[src/rtl/stopwatch_ctrl_if.sv]
// Button-side and chain-side signals of the stopwatch controller.
// The controller uses the slave modport; the button logic and BCD chain side uses master.
interface stopwatch_ctrl_if;
  logic        start_stop_p;
  logic        lap_reset_p;
  logic [23:0] time_bcd;
  logic        tick_en;
  logic        clr;
  logic [23:0] disp_bcd;
  logic        running;
  logic        lap_active;
  logic        at_max;

  modport master (
    output start_stop_p, lap_reset_p, time_bcd,
    input  tick_en, clr, disp_bcd, running, lap_active, at_max
  );

  modport slave (
    input  start_stop_p, lap_reset_p, time_bcd,
    output tick_en, clr, disp_bcd, running, lap_active, at_max
  );
endinterface

[src/rtl/stopwatch_ctrl.sv]
// Stopwatch control FSM with a 10 ms tick prescaler and lap freeze.
// Drives the BCD chain's count enable and clear; muxes the lap capture onto the display.
module stopwatch_ctrl #(
  parameter int TICK_DIV = 1_000_000,
  parameter bit MAX_STOP = 1'b1
) (
  input logic             clk,
  input logic             reset_n,
  stopwatch_ctrl_if.slave sw
);
  localparam int              PW      = (TICK_DIV > 1) ? $clog2(TICK_DIV) : 1;
  localparam logic [PW-1:0]   TERM    = PW'(TICK_DIV - 1);
  localparam logic [23:0]     MAX_BCD = 24'h595999;

  typedef enum logic [1:0] {IDLE, RUN, LAP, PAUSE} state_t;

  state_t        state, stateNxt;
  logic [PW-1:0] presc, prescNxt;
  logic [23:0]   lapReg;
  logic          tickEn, tickNxt;
  logic          clrQ, clrNxt;
  logic          atMax, atMaxNxt;
  logic          runQ, lapQ;
  logic          lapCap;
  logic          counting, termCnt;

  assign counting = (state == RUN) || (state == LAP);
  assign termCnt  = (presc == TERM);

  always_comb begin
    stateNxt = state;
    prescNxt = presc;
    tickNxt  = 1'b0;
    clrNxt   = 1'b0;
    atMaxNxt = atMax;
    lapCap   = 1'b0;

    // A start/stop pulse landing on the terminal edge still delivers that tick.
    if (counting) prescNxt = termCnt ? '0 : presc + 1'b1;

    case (state)
      IDLE: begin
        prescNxt = '0;
        if (sw.start_stop_p)       stateNxt = RUN;
        else if (sw.lap_reset_p)   clrNxt   = 1'b1;
      end
      RUN: begin
        if (sw.start_stop_p)       stateNxt = PAUSE;
        else if (sw.lap_reset_p) begin
          stateNxt = LAP;
          lapCap   = 1'b1;
        end
      end
      LAP: begin
        if (sw.start_stop_p)       stateNxt = PAUSE;
        else if (sw.lap_reset_p)   stateNxt = RUN;
      end
      PAUSE: begin
        // After saturation only a reset gets the stopwatch going again.
        if (sw.start_stop_p && !atMax) stateNxt = RUN;
        else if (sw.lap_reset_p) begin
          stateNxt = IDLE;
          clrNxt   = 1'b1;
          atMaxNxt = 1'b0;
          prescNxt = '0;
        end
      end
      default: stateNxt = IDLE;
    endcase

    if (counting && termCnt) begin
      if (MAX_STOP && (sw.time_bcd == MAX_BCD)) begin
        stateNxt = PAUSE;
        atMaxNxt = 1'b1;
        lapCap   = 1'b0;
      end else begin
        tickNxt  = 1'b1;
      end
    end
  end

  always_ff @(posedge clk or negedge reset_n) begin
    if (!reset_n) begin
      state  <= IDLE;
      presc  <= '0;
      lapReg <= '0;
      tickEn <= 1'b0;
      clrQ   <= 1'b0;
      atMax  <= 1'b0;
      runQ   <= 1'b0;
      lapQ   <= 1'b0;
    end else begin
      state  <= stateNxt;
      presc  <= prescNxt;
      if (lapCap) lapReg <= sw.time_bcd;
      tickEn <= tickNxt;
      clrQ   <= clrNxt;
      atMax  <= atMaxNxt;
      runQ   <= (stateNxt == RUN) || (stateNxt == LAP);
      lapQ   <= (stateNxt == LAP);
    end
  end

  assign sw.tick_en    = tickEn;
  assign sw.clr        = clrQ;
  assign sw.running    = runQ;
  assign sw.lap_active = lapQ;
  assign sw.at_max     = atMax;
  assign sw.disp_bcd   = lapQ ? lapReg : sw.time_bcd;
endmodule

[src/flat_wrapper.sv]
// flat-port wrapper written by rule: the top's interface ports become plain ports
module stopwatch_ctrl_flat 
#(
  parameter int TICK_DIV = 1_000_000,
  parameter bit MAX_STOP = 1'b1
)
  (clk, reset_n, sw_start_stop_p, sw_lap_reset_p, sw_time_bcd, sw_tick_en, sw_clr, sw_disp_bcd, sw_running, sw_lap_active, sw_at_max);
  stopwatch_ctrl_if sw_i ();
  input logic clk;
  input logic reset_n;
  input wire logic [$bits(sw_i.start_stop_p)-1:0] sw_start_stop_p;
  input wire logic [$bits(sw_i.lap_reset_p)-1:0] sw_lap_reset_p;
  input wire logic [$bits(sw_i.time_bcd)-1:0] sw_time_bcd;
  output wire logic [$bits(sw_i.tick_en)-1:0] sw_tick_en;
  output wire logic [$bits(sw_i.clr)-1:0] sw_clr;
  output wire logic [$bits(sw_i.disp_bcd)-1:0] sw_disp_bcd;
  output wire logic [$bits(sw_i.running)-1:0] sw_running;
  output wire logic [$bits(sw_i.lap_active)-1:0] sw_lap_active;
  output wire logic [$bits(sw_i.at_max)-1:0] sw_at_max;
  assign sw_i.start_stop_p = sw_start_stop_p;
  assign sw_i.lap_reset_p = sw_lap_reset_p;
  assign sw_i.time_bcd = sw_time_bcd;
  assign sw_tick_en = sw_i.tick_en;
  assign sw_clr = sw_i.clr;
  assign sw_disp_bcd = sw_i.disp_bcd;
  assign sw_running = sw_i.running;
  assign sw_lap_active = sw_i.lap_active;
  assign sw_at_max = sw_i.at_max;
  stopwatch_ctrl #(.TICK_DIV(TICK_DIV), .MAX_STOP(MAX_STOP)) u_core (.clk(clk), .reset_n(reset_n), .sw(sw_i));
endmodule
[config.mk]
export PLATFORM = sky130hd
export DESIGN_NAME = stopwatch_ctrl_flat
export DESIGN_NICKNAME = d
export VERILOG_FILES = /design/src/rtl/stopwatch_ctrl_if.sv /design/src/rtl/stopwatch_ctrl.sv /design/src/flat_wrapper.sv
export SDC_FILE = /design/constraint.sdc
export NUM_CORES = 1
export LEC_CHECK = 0
export ABC_AREA = 0
export CAP_MARGIN = 20
export CORE_ASPECT_RATIO = 1.1
export CORE_MARGIN = 2
export CORE_UTILIZATION = 48
export CTS_BUF_LIST = sky130_fd_sc_hd__clkbuf_16
export DETAILED_ROUTE_END_ITERATION = 10
export GPL_TIMING_DRIVEN = 0
export HOLD_SLACK_MARGIN = 0.03
export PLACE_DENSITY = 0.75
export RECOVER_POWER = 50
export SLEW_MARGIN = 10
export SYNTH_ARGS = -nofsm -noshare
export SYNTH_HDL_FRONTEND = slang
export SYNTH_SLANG_ARGS = --single-unit
[constraint.sdc]
create_clock -name clk -period 6.3 [get_ports clk]
set_input_delay 1.575 -clock clk [delete_from_list [all_inputs] [get_ports clk]]
set_output_delay 1.575 -clock clk [all_outputs]
set_load 0.005 [all_outputs]
==> results.sh, run 1 <==
export IMPL_htreeDepth=2
export IMPL_postCtsResizedCells=0
export IMPL_rsz0062_at_grt="no"
export IMPL_die_y_um=83.9
export IMPL_slew_headroom=-0.212
export IMPL_setup_viol_count_final=0
export IMPL_vias=1965
export IMPL_grt_ovfl_total=0
export IMPL_grt_met2_usage=0.305
export IMPL_power_leakage_uw=0.00149
export IMPL_cts_sinks=51
export IMPL_die_x_um=76.6
export IMPL_firstDrtPassIters=4
export IMPL_drtAntennaViolNets=0
export IMPL_synth_fa_ha_area_frac=0.0270
export IMPL_globalplace_congestion=0.866
export IMPL_groute_usage_overall=0.190
export IMPL_syn_nets=274
export IMPL_die_area_um2=6430
export IMPL_dpl_cell_area_um2=3460
export IMPL_worstSetupStartpoint="sw_time_bcd[3]"
export IMPL_synth_compound_area_share=0.0364
export IMPL_path_max_fanout=3
export IMPL_syn_inst=240
export IMPL_muxShareOfSynthArea=0.221
export IMPL_final_nets=338
export IMPL_path_class="in -> out"
export IMPL_wl_per_cell_um=14.9
export IMPL_gr_usage_met3=0.0303
export IMPL_final_common_cell="dfrtp_1"
export IMPL_synth_seq_cells=51
export IMPL_tns_ns=0
export IMPL_synth_warnings=0
export IMPL_worst_slew_pin_slew_ns=1.82
export IMPL_synth_top_area_cell="dfrtp_1"
export IMPL_synth_edff_count=0
export IMPL_ys_types=37
export IMPL_grt_busiest_layer="met2"
export IMPL_hold_start="u_core.sw.at_max$_DFF_PN0_"
export IMPL_finalHoldViolations=0
export IMPL_synth_top_family_by_area="multiplexers"
export IMPL_grtUsageMet1=0.262
export IMPL_cp_end_kind="primary output"
export IMPL_cts_root_buf="clkbuf_16"
export IMPL_clock_path_buffers=2
export IMPL_syn2layout_area_growth_pct=28.1
export IMPL_hold_path_class="reg -> reg"
export IMPL_io_pins=57
export IMPL_routed_wl_um=5690
export IMPL_synth_xor_area_share=0.0566
export IMPL_yosysSeqAreaShare=0.458
export IMPL_critical_path_required_ns=4.72
export IMPL_synthArstFlopShare=1.00
export IMPL_grt_max_degree=35
export IMPL_r2r_start="u_core.presc[7]$_DFF_PN0_"
export IMPL_cts_clk_slew_worst_paths_ns=0.06
export IMPL_maxSlewViolCount=35
export IMPL_drcViolationCount=0
export IMPL_post_cts_repair_setup_buffers=0
export IMPL_status="finished, violations left"
export IMPL_hold_slack_ns=0.497
export IMPL_port_buffers=56
export IMPL_antenna_found_initial=0
export IMPL_hold_buffers=0
export IMPL_period_minus_slack_ns=4.35
export IMPL_clock_latency_ns=0.29
export IMPL_via_per_inst=5.14
export IMPL_avgSynthCellArea_um2=11.6
export IMPL_post_route_period_util=0.691
export IMPL_fmaxAchievable_mhz=230
export IMPL_start_kind="primary input"
export IMPL_dr_first_iter_drc_count=100
export IMPL_cp_arrival_ns=2.78
export IMPL_grt_pass1_wl_um=9850
export IMPL_synth_main_ff_cell="dfrtp_1"
export IMPL_grt_pass1_vias=1995
export IMPL_synth_area_leaders="dfrtp_1 46%, mux2_2 11%, mux2_4 11%, nor2_1 4.2%, xnor2_1 3.8%"
export IMPL_power_density_nw_per_um2=369
export IMPL_synthSimpleGateAreaFrac=0.175
export IMPL_postLayoutCellArea_um2=3570
export IMPL_final_cell_mix="51 x dfrtp_1, 49 x clkdlybuf4s50_1, 31 x nor2_1"
export IMPL_violations="max-capacitance violations, max-slew violations"
export IMPL_cts_tree="yes"
export IMPL_drive_above_1_share=0.207
export IMPL_core_um2=5700
export IMPL_diodes=0
export IMPL_irDropWorstVdd_mv=0.241
export IMPL_cts_buffers=5
export IMPL_clock_skew_ns=0.00534
export IMPL_start_util=0.489
export IMPL_hpwl_um=4170
export IMPL_fp_row_count=29
export IMPL_synth_top_area_share=0.458
export IMPL_max_cap_violations=1
export IMPL_syn_area_um2=2790
[registers in the layout, summed over array words and instances, names as in the netlist]
signal and count:
u_core.lapReg 24, u_core.sw.at_max 1, u_core.sw.tick_en 1, u_core.presc 20
u_core.state 2, u_core.sw.clr 1, u_core.sw.lap_active 1, u_core.sw.running 1
[layer usage]
layer	wire, um	part of all wire
met3	166	0.029
met1	2670	0.47
met2	2750	0.48
met5	0	0
met4	98	0.017
[stage by stage]
| step | setup slack (ns) | instances | utilization | total power, uW |
|---|---|---|---|---|
| CTS | 1.94 | 382 | 0.631 | 1340 |
| global placement | 1.97 | 373 | 0.604 | 1060 |
| global route | 1.92 | 382 | 0.626 | 1400 |
| detailed placement | 1.96 | 374 | 0.607 | 1070 |
| finish | 1.95 | 382 | 0.626 | 1320 |
| floorplan | 2.90 | 240 | - | 857 |
[path summary, 6_finish.rpt]
check | endpoint | slack, ns | depth (start not counted)
setup / recovery | sw_disp_bcd[3] | 1.95 | 3
hold / removal | u_core.sw.at_max$_DFF_PN0_ | 0.50 | 2
setup reg to reg | u_core.presc[2]$_DFF_PN0_ | 3.62 | 6
hold reg to reg | u_core.sw.at_max$_DFF_PN0_ | 0.50 | 2
max in group asynchronous | u_core.lapReg[2]$_DFFE_PN0P_ | 2.69 | 2
min in group asynchronous | u_core.presc[9]$_DFF_PN0_ | 1.41 | 1
[power by group]
part	leakage, uW	switching [uW]	internal, uW
Sequential	0.000653	60.2	430
Combinational	0.000774	230	336
Clock	0.0000649	116	145
[Yosys cell counts (2+ instances only)]
master and instances:
nor3_1 6, xor2_1 6, nor4bb_1 5, dfrtp_1 51, mux2_4 20, clkbuf_1 4, and3_1 3, and2_1 2
nor2_1 31, inv_1 6, ha_1 6, a2bb2oi_1 2, xnor2_1 12, nand4_1 7, mux2_2 28, buf_6 2
or3_1 4, nand2_1 20, nand3_1 6, o21ai_0 2
[area by class of cell]
class                           instances  area, um^2
Clock inverter                          3        15.0
Fill cell                             477        2130
Buffer                                  8        50.0
Timing Repair Buffer                   57         558
Inverter                                6        22.5
Multi-Input combinational cell        175        1430
Clock buffer                            5         125
Tap cell                               77        96.3
Sequential cell                        51        1280
[kinds of logic (layout without fill, tap and decap cells)]
logic type	Yosys count	count (layout)
AND/OR/NAND/NOR	93	93
flip-flops	51	51
multiplexers	48	48
XOR/XNOR	18	18
buffers and inverters	14	79
AO/OA/AOI/OAI	10	10
adder cells (fa/ha/maj)	6	6
[worst max-delay path, stage by stage]
cell,delay [ns]
clkdlybuf4s50_1,0.44
mux2_2,0.28
clkdlybuf4s50_1,0.48
(Power assumes the default switching activity.)
==> inputs of run 2 (changes only) <==
==> constraint.sdc (replaced) <==
create_clock -name clk -period 4.2 [get_ports clk]
set_input_delay 1.05 -clock clk [delete_from_list [all_inputs] [get_ports clk]]
set_output_delay 1.05 -clock clk [all_outputs]
set_load 0.005 [all_outputs]
==> results of run 2 <==
Same layout as run 1 (identical final DEF). Status: finished, violations left: max-capacitance violations, max-slew violations.
Among the figures that moved: setup slack after placement 1.96 ns -> 0.897 ns; clock-pin slew on the worst setup and hold paths 0.06 ns -> 0.07 ns; setup slack after layout 1.95 ns -> 0.846 ns; start point of the critical path sw_time_bcd[3] -> u_core.sw.lap_active$_DFF_PN0_; register-to-register setup slack 3.62 ns -> 1.52 ns; total power 1320 uW -> 1980 uW; worst IR drop on VDD 0.241 mV -> 0.361 mV
